## src/rtl/uart_mmio.sv

```systemverilog
// uart_mmio: memory-mapped 8N1 UART (TXD/RXD/CON registers) with 16x-oversampled receiver
module uart_mmio #(
    parameter int          CLK_HZ    = 50_000_000,
    parameter int          BAUD      = 9600,
    parameter logic [31:0] BASE_ADDR = 32'h4000_0018
) (
    input  logic        clk,
    input  logic        reset,
    input  logic        rd,
    input  logic        wr,
    input  logic [31:0] addr,
    input  logic [31:0] wdata,
    output logic [31:0] rdata,
    output logic        irq,
    input  logic        rxd,
    output logic        txd
);
    localparam int DIV = (CLK_HZ / (BAUD * 16)) < 1 ? 1 : CLK_HZ / (BAUD * 16);
    localparam int CW = DIV > 1 ? $clog2(DIV) : 1;
    localparam logic [CW-1:0] TICK_TOP = CW'(DIV - 1);
    localparam logic [1:0] S_IDLE = 2'd0, S_START = 2'd1, S_DATA = 2'd2, S_STOP = 2'd3;

    logic [CW-1:0] tick_cnt;
    logic tick, sel_txd, sel_rxd, sel_con, rd_rxd, rd_con;
    logic tx_irq_en, rx_irq_en, tx_done, rx_ready, tx_busy, frame_err, overrun;
    logic [7:0] rx_data, tx_shift, rx_shift;
    logic [1:0] tx_state, rx_state;
    logic [3:0] tx_tcnt, rx_tcnt;
    logic [2:0] tx_bit, rx_bit;
    logic rx_s1, rx_s2, rx_armed;
    logic tx_end, rx_stop, rx_load, rx_ferr;
    logic [6:0] con;
    logic unused;

    assign unused = ^wdata[31:8];
    assign tick = tick_cnt == TICK_TOP;
    assign sel_txd = addr == BASE_ADDR;
    assign sel_rxd = addr == BASE_ADDR + 32'd4;
    assign sel_con = addr == BASE_ADDR + 32'd8;
    assign rd_rxd = rd & sel_rxd;
    assign rd_con = rd & sel_con;
    assign con = {overrun, frame_err, tx_busy, rx_ready, tx_done, rx_irq_en, tx_irq_en};
    assign rdata = !rd ? 32'd0 : sel_rxd ? {24'd0, rx_data} : sel_con ? {25'd0, con} : 32'd0;
    assign irq = (tx_irq_en & tx_done) | (rx_irq_en & rx_ready);
    assign txd = tx_state == S_START ? 1'b0 : tx_state == S_DATA ? tx_shift[0] : 1'b1;
    assign tx_end = tick && tx_state == S_STOP && tx_tcnt == 4'd15;
    assign rx_stop = tick && rx_state == S_STOP && rx_tcnt == 4'd15;
    assign rx_load = rx_stop & rx_s2;
    assign rx_ferr = rx_stop & ~rx_s2;

    always_ff @(posedge clk or negedge reset)
        if (!reset) tick_cnt <= '0;
        else tick_cnt <= tick ? '0 : tick_cnt + CW'(1);

    // hardware set terms are OR-ed in so they win over a same-cycle read clear
    always_ff @(posedge clk or negedge reset)
        if (!reset) begin
            {tx_irq_en, rx_irq_en, tx_done, rx_ready, frame_err, overrun} <= '0;
            rx_data <= '0;
        end else begin
            if (wr && sel_con) {rx_irq_en, tx_irq_en} <= wdata[1:0];
            tx_done <= tx_end | (tx_done & ~rd_con);
            rx_ready <= rx_load | (rx_ready & ~rd_rxd);
            frame_err <= rx_ferr | (frame_err & ~rd_con);
            overrun <= (rx_load & rx_ready) | (overrun & ~rd_con);
            if (rx_load) rx_data <= rx_shift;
        end

    always_ff @(posedge clk or negedge reset)
        if (!reset) begin
            tx_state <= S_IDLE;
            tx_busy <= 1'b0;
            tx_shift <= '0;
            tx_tcnt <= '0;
            tx_bit <= '0;
        end else if (tx_state == S_IDLE) begin
            if (tx_busy && tick) begin
                tx_state <= S_START;
                tx_tcnt <= '0;
            end else if (!tx_busy && wr && sel_txd) begin
                tx_shift <= wdata[7:0];
                tx_busy <= 1'b1;
            end
        end else if (tick) begin
            tx_tcnt <= tx_tcnt + 4'd1;
            if (tx_tcnt == 4'd15) begin
                if (tx_state == S_START) begin
                    tx_state <= S_DATA;
                    tx_bit <= '0;
                end else if (tx_state == S_DATA) begin
                    tx_shift <= tx_shift >> 1;
                    tx_bit <= tx_bit + 3'd1;
                    if (tx_bit == 3'd7) tx_state <= S_STOP;
                end else begin
                    tx_state <= S_IDLE;
                    tx_busy <= 1'b0;
                end
            end
        end

    // rx_armed blocks a new start until the line has been seen high after a frame
    always_ff @(posedge clk or negedge reset)
        if (!reset) begin
            rx_s1 <= 1'b1;
            rx_s2 <= 1'b1;
            rx_armed <= 1'b0;
            rx_state <= S_IDLE;
            rx_tcnt <= '0;
            rx_bit <= '0;
            rx_shift <= '0;
        end else begin
            rx_s1 <= rxd;
            rx_s2 <= rx_s1;
            if (rx_state == S_IDLE) begin
                if (rx_s2) rx_armed <= 1'b1;
                if (tick && rx_armed && !rx_s2) begin
                    rx_state <= S_START;
                    rx_tcnt <= '0;
                end
            end else if (tick) begin
                rx_tcnt <= rx_tcnt + 4'd1;
                if (rx_state == S_START && rx_tcnt == 4'd7) begin
                    rx_tcnt <= '0;
                    rx_bit <= '0;
                    rx_state <= rx_s2 ? S_IDLE : S_DATA;
                end else if (rx_tcnt == 4'd15) begin
                    if (rx_state == S_DATA) begin
                        rx_shift <= {rx_s2, rx_shift[7:1]};
                        rx_bit <= rx_bit + 3'd1;
                        if (rx_bit == 3'd7) rx_state <= S_STOP;
                    end else begin
                        rx_state <= S_IDLE;
                        rx_armed <= 1'b0;
                    end
                end
            end
        end
endmodule

```

## config.mk

```make
export PLATFORM = sky130hd
export DESIGN_NAME = uart_mmio
export DESIGN_NICKNAME = d
export VERILOG_FILES = /design/src/rtl/uart_mmio.sv
export SDC_FILE = /design/constraint.sdc
export NUM_CORES = 1
export LEC_CHECK = 0
export ABC_AREA = 0
export BUFFER_PORTS_ARGS = -buffer_cell sky130_fd_sc_hd__buf_2
export CAP_MARGIN = 30
export CORE_UTILIZATION = 47
export DETAILED_ROUTE_END_ITERATION = 6
export PLACE_DENSITY = 0.81
export SYNTH_ARGS = -nofsm -noshare
export SYNTH_HDL_FRONTEND = slang
export SYNTH_SLANG_ARGS = --single-unit
```

## constraint.sdc

```tcl
create_clock -name clk -period 2.05 [get_ports clk]
set_input_delay 0 -clock clk [delete_from_list [all_inputs] [get_ports clk]]
set_output_delay 0 -clock clk [all_outputs]
set_load 0.02 [all_outputs]
```

==> Yosys cells after proc, flatten, opt, wreduce, memory -nomap -nowiden <==
Cells that the tools add are included.
{ "classes": {"n_addsub": 5, "mul": 0, "div_mod_pow": 0, "n_lt_le_gt_ge": 0, "eq_ne": 26, "shifts": 0, "mux": 53, "bitwise_logic": 22, "reduce_logical": 34} }
{ "ops": {"columns": ["cell", "n"], "rows": [
  ["== test 32 x 31 -> 1 bit, second input constant", 3],
  ["2-to-1 mux 8 bit", 9],
  ["2-to-1 mux 2 bit", 15],
  ["2-to-1 mux 4 bit", 7],
  ["AND reduction 4 bit", 4],
  ["nonzero test 2 bit", 8],
  ["2-to-1 mux 1 bit", 15],
  ["2-to-1 mux 3 bit", 5],
  ["AND reduction 6 bit", 2],
  ["bitwise AND 1 bit", 11],
  ["logical AND 1 bit", 11],
  ["!= test 2 x 1 -> 1 bit, second input constant", 5],
  ["AND reduction 5 bit", 2],
  ["adder 9 x 1 -> 9 bit, second input constant", 1],
  ["== test 9 bit, second input constant", 1],
  ["2-to-1 mux 9 bit", 1],
  ["adder 4 x 1 -> 4 bit, second input constant", 2],
  ["== test 2 bit, second input constant", 4],
  ["== test 4 bit, second input constant", 2],
  ["!= test 2 bit, second input constant", 4],
  ["2-to-1 mux 7 bit", 1],
  ["adder 3 x 1 -> 3 bit, second input constant", 2],
  ["== test 3 bit, second input constant", 2],
  ["inverter 1 bit", 6],
  ["other kinds (9)", 17]
]} }
{ "word_totals": {"register_bits": 61, "latchBits": 0, "ramBits": 0, "romBits": 0, "in_bits": 69, "out_inout_bits": 34, "mem_count": 0} }

==> Longest topological paths before layout <==
Gate-level depths: netlist of run 1.
{ "logic_depth": {"depth_word": 7, "mapped_depth": 8, "ltp_nobuf": 7} }

==> Least setup slack after synthesis of run 1 <==
Ideal clock, no wire load.
{ "synth_timing": {"kind": "reg2reg", "from": "register tick_cnt[3]", "to": "register rx_shift[0]", "setup_time_ns": 0.125, "arrival_time_ns": 1.873, "setup_slack_ns": 0.053, "stages_incl_launch_ff": 7, "path_buffers": 1, "period_less_slack_ns": 1.997, "cell_sequence": "dfrtp_1 -> and4bb_2 -> and4_1 -> buf_2 -> nand3_1 -> nor2_2 -> mux2_2"} }
{ "synth_between": {"elab_chain_len": 2} }
{ "synth_lines": {"columns": ["element", "line_no", "source"], "rows": [
  ["from (decl)", "23", "logic [CW-1:0] tick_cnt;"],
  ["from (signal assigned)", "53", "else tick_cnt <= tick ? '0 : tick_cnt + CW'(1);"],
  ["== test 9 bit", "36", "assign tick = tick_cnt == TICK_TOP;"],
  ["AND reduction 5 bit (no source line)", null, null],
  ["to (signal assigned)", "128", "rx_shift <= {rx_s2, rx_shift[7:1]};"],
  ["to (decl)", "26", "logic [7:0] rx_data, tx_shift, rx_shift;"]
]} }
Every way passes these cells.
A chain may end at the register's enable or synchronous reset.

==> Worst setup path in the final report of run 1 <==
{ "layout_timing": {"from": "register tick_cnt[7]", "to": "register tx_shift[3]"} }
{ "layout_between": {"elab_chain_len": 4} }
{ "layout_lines": {"columns": ["element", "line_no", "source"], "rows": [
  ["== test 9 bit (*)", "36", null],
  ["logical AND 1 bit", "77", "if (tx_busy && tick) begin"],
  ["!= test 2 bit (no source line)", null, null],
  ["AND reduction 6 bit (no source line) (*)", null, null],
  ["to (signal assigned)", "81", "tx_shift <= wdata[7:0];"],
  ["to (signal assigned)", "91", "tx_shift <= tx_shift >> 1;"],
  ["to (decl)", "26", null]
]} }
Every way passes the cells marked *; elsewhere a longest branch is shown, timed or not.

==> summary.md, run 1 <==
| Metric | Value |
|---|---|
| GRT overflow | `0` |
| Total stage count of the critical path | `6` |
| Effective utilization at floorplan | `around half` |
| TritonCTS clock tree | `yes` |
| Transition time at the pin with the least slew margin | `roughly 0.62 ns` |
| First-pass GRT wire length | `between 10000 and 15000 um` |
| Count of endpoints failing hold in the final timing report | `0` |
| Run status | `finished, final reports clean` |
| Leading cell types by total area after synthesis | `dfrtp_1 44%, mux2_2 6.7%, buf_4 5.4%` |
| Highest fanout seen on the critical path | `8` |
| Slew margin rel. | `58.2%` |
| Number of global-route vias before repair | `2601` |
| Total buffers and inverters traversed by the critical path | `1` |
| Number of synthesized flops with an enable pin | `0` |
| Filler Cells Inserted | `549` |
| Count of port buffers added during placement | `54` |
| Clock transition at the register clock pins on the worst setup and hold paths after CTS | `0.07 ns` |
| Min Clock Period, post-route | `1.97 ns` |
| Classification of the worst-slack hold path | `in -> reg` |
| Count of placed standard cells in the final layout, fillers left out | `502` |
| Crit. End Element | `flop` |
| Hold-critical path depth | `3` |
| Area occupied by multi-input gates | `0.00162 mm^2` |
| Kind of cell adding the most delay to the critical path | `compound AO/OA/AOI/OAI gates` |
| Worst-case reg-to-reg path depth | `6` |
| All-layer global routing usage | `between 20% and 30%` |
| Final cycle utilization of the critical path | `96.1%` |
| Post-route DRC violation count | `0` |
| Primary flip-flop cell chosen by synthesis mapping | `dfrtp_1` |
| Via/cell ratio | `roughly 5.3` |
| Signal arrival time at the worst endpoint | `between 2 and 2.5 ns` |
| Final slew viol count | `0` |
| Die Y-Extent | `around 86 um` |
| Count of cell types in the netlist | `53` |
| Post-Place Cells | `roughly 480` |
| Top-Level Pins | `103` |
| Proportion of synthesized flip-flops having asynchronous set or reset | `100%` |
| Final Wtd Congestion | `0.853` |
| Library cell with the largest summed area after synthesis | `dfrtp_1` |
| Fraction of post-synthesis cell area in the top cell type by area | `roughly 44%` |
| Data required time at the worst endpoint | `2.33 ns` |
| Yosys warning total | `0` |
| Pwr Density | `615 mW/mm^2` |
| Cell count after synthesis | `roughly 320` |
| Share of cells above drive strength 1 | `30.8%` |
| Post-Syn Area | `around 0.0033 mm^2` |
| Clock skew after layout | `0.00684 ns` |
| Final wirelength | `approximately 7000 um` |
| Floorplan die width | `86.4 um` |
| Pleak | `2.12 nW` |
| Max IR drop VDD | `0.522 mV` |
| Peak per-stage delay on the critical path | `0.40 ns` |
| CTS sink count | `61` |
| Max-cap violations | `0` |
| DR vias | `2647` |
| Peak clock frequency supported by timing | `0.508 GHz` |
| Wire length per cell after detailed routing | `14.0 um` |
| Count of routing violations after the opening detailed-route iteration | `152` |
| Kind of critical path | `reg -> reg` |
| Proportion of synthesized chip area in sequential cells | `45.6%` |
| Root buf cell | `clkbuf_8` |
| Clock insertion delay at the later pin of the skew report | `0.35 ns` |
| Syn_area_per_cell | `10.6 um^2` |
| Pin count of the biggest net entering global routing | `62` |
| CP cell instances | `and4bb_2 > nand4_4 > a2111oi_4 > buf_4 > mux2i_1 > o221a_2` |
| Number of rows created at floorplan | `30` |
| Slowest stage cell, crit path | `dfrtp_1` |
| Hpwl dp | `between 4000 and 5000 um` |
| Max clock buf depth | `2` |
| Antenna violations before repair | `0` |
| Antenna cell count | `0` |
| Placeable core area | `0.00683 mm^2` |
| Total negative setup slack | `0 ns` |
| Detailed-routing iteration count for the pre-antenna-repair pass | `5` |
| Area grow syn2layout | `22.3%` |
| Sequential cell area | `about 0.0015 mm^2` |
| Setup violators final | `0` |
| Flops & latches, synth | `61` |
| Maximum level of the CTS H-tree | `3` |
| Unrepaired setup endpoints after global routing | `false` |
| Cell types with the highest counts after synthesis | `59 x dfrtp_1, 24 x buf_4, 22 x inv_1, 22 x nor2_1, 20 x mux2_2` |
| Most repeated cell in the gate-level netlist after synthesis | `dfrtp_1` |
| Critical path startpoint category | `flop` |
| Number of antenna-violating nets in the routed design | `0` |
| Fin nets | `482` |
| Die outline area | `0.00747 mm^2` |
| CTS Buf Count | `9` |
worst min-delay path, stage by stage:
cell and delay [ns]:
buf_2 0.09, and3_2 0.18, mux2_2 0.15
cells in the final DEF, fill, tap and decap left out, drive strengths merged, types with 5 or more instances in the layout:
| cell | instances |
|---|---|
| nand3 | 12 |
| a22o | 9 |
| mux2i | 11 |
| inv | 22 |
| o21ai | 18 |
| and3 | 8 |
| xnor2 | 6 |
| dlygate4sd3 | 10 |
| dfrtp | 59 |
| ha | 12 |
| nor2 | 23 |
| conb | 24 |
| buf | 71 |
| nor4 | 8 |
| mux2 | 20 |
| nand2 | 19 |
| clkbuf | 11 |
| o221a | 6 |
| a21oi | 6 |
| o22ai | 5 |
metrics by stage:
stage	total power [mW]	instance area (um^2)	hold slack [ns]	util [%]	worst slack [ns]
3_5_place_dp	1.35	3770	0.0311	55.2	0.0165
4_1_cts	2.54	4090	0.0888	59.8	0.0667
5_1_grt	2.61	4100	0.125	59.9	0.0104
3_3_place_gp	1.35	3770	0.0267	55.2	0.105
6_report	2.52	4100	0.100	59.9	0.0799
2_1_floorplan	1.31	3440	-0.296	-	0.0525
area by class of cell:
class                           count  share of cell area, %
Multi-Input combinational cell    226                   39.7
Sequential cell                    61                   37.3
Timing Repair Buffer               81                   12.8
Clock buffer                       11                   3.45
Tap cell                           96                   2.93
Inverter                           22                   2.02
Clock inverter                      5                   1.83
per-layer routing:
metal	global-route usage [%]	wire (um)	part of all wire (%)
met4	10.8	191	2.7
met3	4.48	365	5.2
met5	0	0	0
met1	22.7	2720	39
met2	36.9	3750	53
path summary, 6_finish.rpt:
check	from	endpoint	slack, ns
worst min-delay path	wr	rx_irq_en	0.10
worst max register to register	tick_cnt[7]	tx_shift[3]	0.08
min in group asynchronous	reset	tx_shift[5]	0.18
worst min register to register	rx_s1	rx_s2	0.36
worst max-delay path	tick_cnt[7]	tx_shift[3]	0.08
max in group asynchronous	reset	rx_s1	1.55
cell families after synthesis:
kind of cell	Yosys count	share of synthesized area [%]
adders and majority gates	12	4.48
DFF	61	45.6
AOI/OAI and AO/OA	58	12.9
muxes	31	10.0
buffers and inverters	53	8.70
xor gates and xnor gates	9	2.35
other	1	0.112
and+or+nand+nor	92	15.8
registers in the layout, indices dropped and copies added (netlist names), 2 cells and up:
| name | count |
|---|---|
| tx_state | 2 |
| rx_tcnt | 4 |
| rx_bit | 3 |
| tick_cnt | 9 |
| tx_bit | 3 |
| tx_tcnt | 4 |
| rx_shift | 8 |
| rx_state | 2 |
| rx_data | 8 |
| tx_shift | 8 |
report_power, final:
group	internal, mW	switching [mW]	total, mW
sequential	1.21	0.00243	1.21
combinational	0.0506	0.0854	0.136
clock	0.711	0.461	1.17
total	1.97	0.549	2.52
repair_timing:
action	CTS	global route
gates resized for setup	0	2
setup endpoints to repair	0	5
hold endpoints to repair	71	0
hold buffers	10	0
setup buffers	0	0
No activity file was read; power rests on OpenSTA's default activity.
==> inputs of run 2 (changes only) <==
- CORE_UTILIZATION: 47 -> 52
- PLACE_DENSITY: 0.81 -> 0.85
- SETUP_SLACK_MARGIN: default -> 0.1
- clock period: 2.05 -> 2.1 ns (I/O delays scaled with it)
==> run 2 against run 1 <==
Against the previous run:
- utilization grew 7.5 points
- total power shrank 1.2%
- critical path depth is the same
- critical path type unchanged
- largest cell class unchanged
==> summary.md, run 2 (synthesis results as in run 1) <==
| Metric | Value |
|---|---|
| Run status | `finished, final reports clean` |
| First-pass GRT wire length | `11500 um` |
| Max-cap violations | `0` |
| Pin count of the biggest net entering global routing | `62` |
| Detailed-routing iteration count for the pre-antenna-repair pass | `4` |
| Comb pwr share | `under 10%` |
| Count of endpoints failing hold in the final timing report | `0` |
| Most used cells in the layout excluding fill and tap cells | `59 x dfrtp_1, 54 x buf_2, 24 x conb_1` |
| Peak clock frequency supported by timing | `between 0.5 and 0.6 GHz` |
| Clock transition at the register clock pins on the worst setup and hold paths after CTS | `approximately 0.07 ns` |
| Effective utilization at floorplan | `a little under three fifths` |
| Highest fanout seen on the critical path | `8` |
| Maximum level of the CTS H-tree | `3` |
| Post-Place Cells | `452` |
| Max FFs per register | `9` |
| Clock insertion delay at the later pin of the skew report | `0.35 ns` |
| Total negative setup slack | `0 ns` |
| Root buf cell | `clkbuf_8` |
| Critical path startpoint category | `flop` |
| All-layer global routing usage | `23.2%` |
| DR vias | `between 2000 and 3000` |
| Number of global-route vias before repair | `2570` |
| Count of port buffers added during placement | `54` |
| Data required time at the worst endpoint | `2.39 ns` |
| Number of antenna-violating nets in the routed design | `0` |
| Final cycle utilization of the critical path | `~92%` |
| Max clock buf depth | `2` |
| Die outline area | `0.00677 mm^2` |
| Clock share of power | `47.2%` |
| Floorplan die width | `82.3 um` |
| Antenna cell count | `0` |
| Slew margin rel. | `~55%` |
| CTS sink count | `61` |
| Hpwl dp | `4720 um` |
| Signal arrival time at the worst endpoint | `about 2.2 ns` |
| Die Y-Extent | `82.3 um` |
| Count of routing violations after the opening detailed-route iteration | `approximately 170` |
| Cell-internal power | `1.90 mW` |
| Area grow syn2layout | `22.0%` |
| TritonCTS clock tree | `yes` |
| Fraction of power spent switching nets | `23.6%` |
| Wire length per cell after detailed routing | `15.0 um` |
| Final slew viol count | `0` |
| CTS Buf Count | `9` |
| Sequential group share of total power | `47.4%` |
| Kind of critical path | `reg -> reg` |
| Final Wtd Congestion | `between 0.8 and 0.9` |
| Transition time at the pin with the least slew margin | `0.667 ns` |
| Placeable core area | `0.00606 mm^2` |
| Post-route DRC violation count | `0` |
| Top-Level Pins | `roughly 100` |
| Leading cell type in the layout, fill and taps excluded | `dfrtp_1` |
| Clock skew after layout | `0.0111 ns` |
| Antenna violations before repair | `0` |
| Via/cell ratio | `5.55` |
| Unrepaired setup endpoints after global routing | `true` |
| Fin nets | `481` |
| Final wirelength | `7220 um` |
| Min Clock Period, post-route | `1.94 ns` |
| Share of cells above drive strength 1 | `31.9%` |
| Final hold slack | `0.115 ns` |
| Count of placed standard cells in the final layout, fillers left out | `480` |
| Net Sw Power | `588 uW` |
| GRT overflow | `0` |
| Number of rows created at floorplan | `28` |
| Pwr Density | `609 mW/mm^2` |
| Setup violators final | `0` |
| Top reg by flops | `tick_cnt` |
| Crit. End Element | `flop` |
| Final Util | `67.4%` |
| Classification of the worst-slack hold path | `in -> reg` |
| Filler Cells Inserted | `between 400 and 500` |
| Pleak | `2.11 nW` |
| Max IR drop VDD | `between 0.5 and 0.6 mV` |
## run 2: changes by cell type in the layout (fill, tap and decap cells not counted), moves of 2 or more
cell / before / now
buf_4: 15 / 13
clkinv_2: 3 / 1
clkinv_4: 0 / 2
ha_1: 12 / 10
ha_2: 0 / 2
## run 2: metrics by stage
stage / power [mW] / cell area (um^2) / setup WS [ns]
floorplan: 1.28 / 3440 / 0.103
finish: 2.49 / 4090 / 0.161
global placement: 1.32 / 3720 / 0.134
CTS: 2.49 / 4050 / 0.106
detailed placement: 1.32 / 3720 / 0.116
global route: 2.56 / 4090 / 0.0825
## run 2: final cells by class
| type | count | area [um^2] | area share, % |
|---|---|---|---|
| clock buffers | 9 | 124 | 3.03 |
| clock inverters | 7 | 98.8 | 2.42 |
| inverters | 22 | 82.6 | 2.02 |
| multi-input cells | 226 | 1640 | 40.1 |
| flip-flops and latches | 61 | 1530 | 37.4 |
| well taps | 75 | 93.8 | 2.30 |
| repair buffers | 80 | 519 | 12.7 |
## run 2: timing repair
item                       4_1_cts  5_1_grt
buffers inserted                 0        2
pin swaps                        0        1
hold endpoints to repair        71        0
resized for setup                1        7
setup endpoints to repair        4       27
hold buffers                    10        0
## run 2: worst paths after layout
kind,cells after the start,slack (ns),to,startpoint
max,6,0.16,tx_shift[0],tick_cnt[7]
min,3,0.11,tx_irq_en,wr
max reg2reg,6,0.16,tx_shift[0],tick_cnt[7]
min reg2reg,0,0.36,rx_s2,rx_s1
max in group asynchronous,3,1.60,rx_s2,reset
min in group asynchronous,3,0.19,tx_state[0],reset
## run 2: power groups by stage
stage          clock, mW  sequential [mW]  combinational, mW
2_1_floorplan          0             1.20             0.0797
3_3_place_gp           0             1.20              0.115
3_5_place_dp           0             1.20              0.117
4_1_cts             1.18             1.18              0.131
5_1_grt             1.23             1.18              0.146
6_report            1.17             1.18              0.133
## run 2: worst max-delay path, stage by stage (launching register included)
cell and delay [ns]:
dfrtp_1 0.40, and4bb_2 0.36, nand4_4 0.17, a2111oi_4 0.34, buf_6 0.20, mux2i_1 0.22, o221a_2 0.19
## run 2: routing by layer
metal,part of all wire (%),vias up,track usage [%]
li1,-,1264,-
met1,41,1284,26.7
met2,52,106,41.1
met3,5.6,11,6.70
met4,1.4,0,8.25
met5,0,-,0
==> inputs of run 3 (changes only) <==
- ABC_AREA: 0 -> 1
- PLACE_DENSITY: 0.85 -> 0.84
==> run 3 against run 2 <==
Against the previous run:
- sequential share of layout area shrank 0.19 points
- highest routed layer unchanged
- count of clock-buffer cells in the layout is the same
- maximum frequency grew 3.3%
==> summary.md, run 3 <==
| Metric | Value |
|---|---|
| Signal arrival time at the worst endpoint | `2.10 ns` |
| Cell types with the highest counts after synthesis | `132 x nand2_1, 59 x dfrtp_1, 54 x nor2_1` |
| Total power | `~2.5 mW` |
| Number of antenna-violating nets in the routed design | `0` |
| Max clock buf depth | `2` |
| Root buf cell | `clkbuf_8` |
| Classification of the worst-slack hold path | `in -> reg` |
| Fin nets | `608` |
| Peak clock frequency supported by timing | `0.533 GHz` |
| TritonCTS clock tree | `yes` |
| CTS Buf Count | `9` |
| Count of endpoints failing hold in the final timing report | `0` |
| Floorplan die width | `83.4 um` |
| Combinational family with the most area after synthesis | `simple AND/OR/NAND/NOR gates` |
| Crit. End Element | `flop` |
| Proportion of synthesized flip-flops having asynchronous set or reset | `100%` |
| Yosys warning total | `0` |
| Antenna cell count | `0` |
| Count of cell types in the netlist | `34` |
| Filler Cells Inserted | `514` |
| Clock insertion delay at the later pin of the skew report | `0.35 ns` |
| Setup violators final | `0` |
| Placeable core area | `0.00639 mm^2` |
| Highest fanout seen on the critical path | `8` |
| Die outline area | `0.00696 mm^2` |
| Final Wtd Congestion | `about 0.85` |
| Clock skew after layout | `0.0132 ns` |
| Area grow syn2layout | `19.2%` |
| Slowest stage cell, crit path | `dfrtp_1` |
| Placed Instance Area | `0.00372 mm^2` |
| Leading cell types by total area after synthesis | `dfrtp_1 43%, nand2_1 14%, nor2_1 5.9%` |
| Most used cells in the layout excluding fill and tap cells | `132 x nand2_1, 59 x dfrtp_1, 54 x buf_2` |
| Number of rows created at floorplan | `29` |
| Fraction of post-synthesis cell area in the top cell type by area | `42.8%` |
| Slew margin rel. | `61.7%` |
| Final hold slack | `0.00946 ns` |
| Pleak | `between 2 and 2.5 nW` |
| Effective utilization at floorplan | `54.0%` |
| Share of cells above drive strength 1 | `18.4%` |
| Antenna violations before repair | `0` |
| Peak per-stage delay on the critical path | `0.40 ns` |
| Critical Path Most Common Cell | `nand2_1` |
| Run status | `finished, final reports clean` |
| Kind of critical path | `reg -> reg` |
| Total negative setup slack | `0 ns` |
| Max FFs per register | `9` |
| Unrepaired setup endpoints after global routing | `false` |
| Critical path startpoint category | `flop` |
| Most repeated cell in the gate-level netlist after synthesis | `nand2_1` |
| Proportion of synthesized chip area in sequential cells | `between 40% and 50%` |
| GRT overflow | `0` |
| Syn_area_per_cell | `~7.6 um^2` |
| CTS sink count | `between 60 and 70` |
| Hpwl dp | `~5000 um` |
| Area of all placed cells without fillers | `0.00411 mm^2` |
| Leading cell type in the layout, fill and taps excluded | `nand2_1` |
| All-layer global routing usage | `22.1%` |
| Count of routing violations after the opening detailed-route iteration | `140` |
| Final slew viol count | `0` |
| Max IR drop VDD | `0.390 mV` |
| Via/cell ratio | `5.03` |
| Number of synthesized flops with an enable pin | `0` |
| Wire length per cell after detailed routing | `around 12 um` |
| Die Y-Extent | `~83 um` |
| Clock transition at the register clock pins on the worst setup and hold paths after CTS | `0.07 ns` |
| Final cycle utilization of the critical path | `89.4%` |
| Transition time at the pin with the least slew margin | `~0.57 ns` |
| Worst-case register-to-register setup slack | `0.22 ns` |
| CP cell instances | `inv_1 > ha_1 > nand2_1 > nor3_4 > buf_4 > nand3_1 > a21oi_2 > nand2_2 > nand2_1 > nand2_1` |
| XOR/XNOR Fraction of Synth Area | `less than 1%` |
| Number of global-route vias before repair | `between 3000 and 4000` |
| Pin count of the biggest net entering global routing | `38` |
| Post-synthesis mux area share | `0%` |
| Pwr Density | `605 mW/mm^2` |
| Detailed-routing iteration count for the pre-antenna-repair pass | `4` |
| DR vias | `3061` |
| Cell count after synthesis | `452` |
| Count of port buffers added during placement | `54` |
| Post-synthesis simple-gate area fraction | `29.5%` |
| Min Clock Period, post-route | `between 1.5 and 2 ns` |
| Maximum level of the CTS H-tree | `3` |
| Post-route DRC violation count | `0` |
| Max-cap violations | `0` |
| Share of the synthesized area in compound gates (AO/OA/AOI/OAI) | `9.08%` |
| Library cell with the largest summed area after synthesis | `dfrtp_1` |
| Final wirelength | `7070 um` |
| Data required time at the worst endpoint | `~2.3 ns` |
| Top reg by flops | `tick_cnt` |
| Flops & latches, synth | `61` |
| Top-Level Pins | `103` |
| Arithmetic-cell share of the synthesized area counting full adders, half adders and majority gates | `4.36%` |
| Primary flip-flop cell chosen by synthesis mapping | `dfrtp_1` |
| First-pass GRT wire length | `12500 um` |
| Post-Syn Area | `0.00345 mm^2` |
[run 3: cell count changes in the layout (fill, tap and decap cells not counted), moves of 8 or more]
cell,before,now
a22o_1,9,1
buf_4,13,4
inv_1,22,48
mux2_2,20,0
mux2i_1,11,0
nand2_1,19,132
nand3_1,11,34
nor2_1,22,52
o21ai_1,0,8
[run 3: final cells by class]
class | count | area (um^2) | area share [%]
Clock inverter | 7 | 98.8 | 2.41
Sequential cell | 61 | 1530 | 37.2
Clock buffer | 9 | 124 | 3.02
Multi-Input combinational cell | 335 | 1640 | 39.9
Tap cell | 77 | 96.3 | 2.35
Inverter | 50 | 190 | 4.63
Timing Repair Buffer | 70 | 430 | 10.5
[run 3: where the power goes]
group | internal [mW] | total [mW] | switching, mW
clock | 0.673 | 1.15 | 0.479
combinational | 0.0523 | 0.150 | 0.0978
sequential | 1.18 | 1.18 | 0.00278
[run 3: per-stage QoR]
step	setup slack (ns)	util, %	std cells
2_1_floorplan	0.496	-	475
3_3_place_gp	0.245	58.3	580
3_5_place_dp	0.162	58.3	580
4_1_cts	0.146	63.5	607
5_1_grt	0.0797	64.3	609
6_report	0.223	64.3	609
[run 3: critical path: cells and delay by family (launching register included)]
kind | cells | cell delay, ns
buf+inv | 2 | 0.24
simple gates | 6 | 0.74
flops | 1 | 0.40
fa+ha+maj | 1 | 0.16
compound gates | 1 | 0.21
[run 3: repair_timing]
action | 4_1_cts | 5_1_grt
setup endpoints to repair | 0 | 29
buffers inserted | 0 | 1
hold buffers | 11 | 0
gates resized for setup | 0 | 8
endpoints found under the hold margin | 30 | 0
[run 3: path summary, 6_finish.rpt]
kind / startpoint / end / depth (start not counted)
max: tick_cnt[0] / tx_shift[4] / 10
min: wdata[2] / tx_shift[2] / 5
max reg2reg: tick_cnt[0] / tx_shift[4] / 10
min reg2reg: rx_s1 / rx_s2 / 0
max in group asynchronous: reset / rx_s1 / 3
min in group asynchronous: reset / rx_tcnt[3] / 2
[run 3: logic make-up after synthesis]
group | count (synthesis)
DFF | 61
xor gates and xnor gates | 3
buffers and inverters | 80
AOI/OAI and AO/OA | 55
other | 1
adders and majority gates | 12
and+or+nand+nor | 240
[run 3: routing by layer]
metal / vias to the layer above / GRT usage (%) / part of all wire [%]
li1: 1536 / - / -
met1: 1416 / 25.3 / 43
met2: 99 / 39.3 / 50
met3: 10 / 5.47 / 5.4
met4: 0 / 9.25 / 1.5
met5: - / 0 / 0
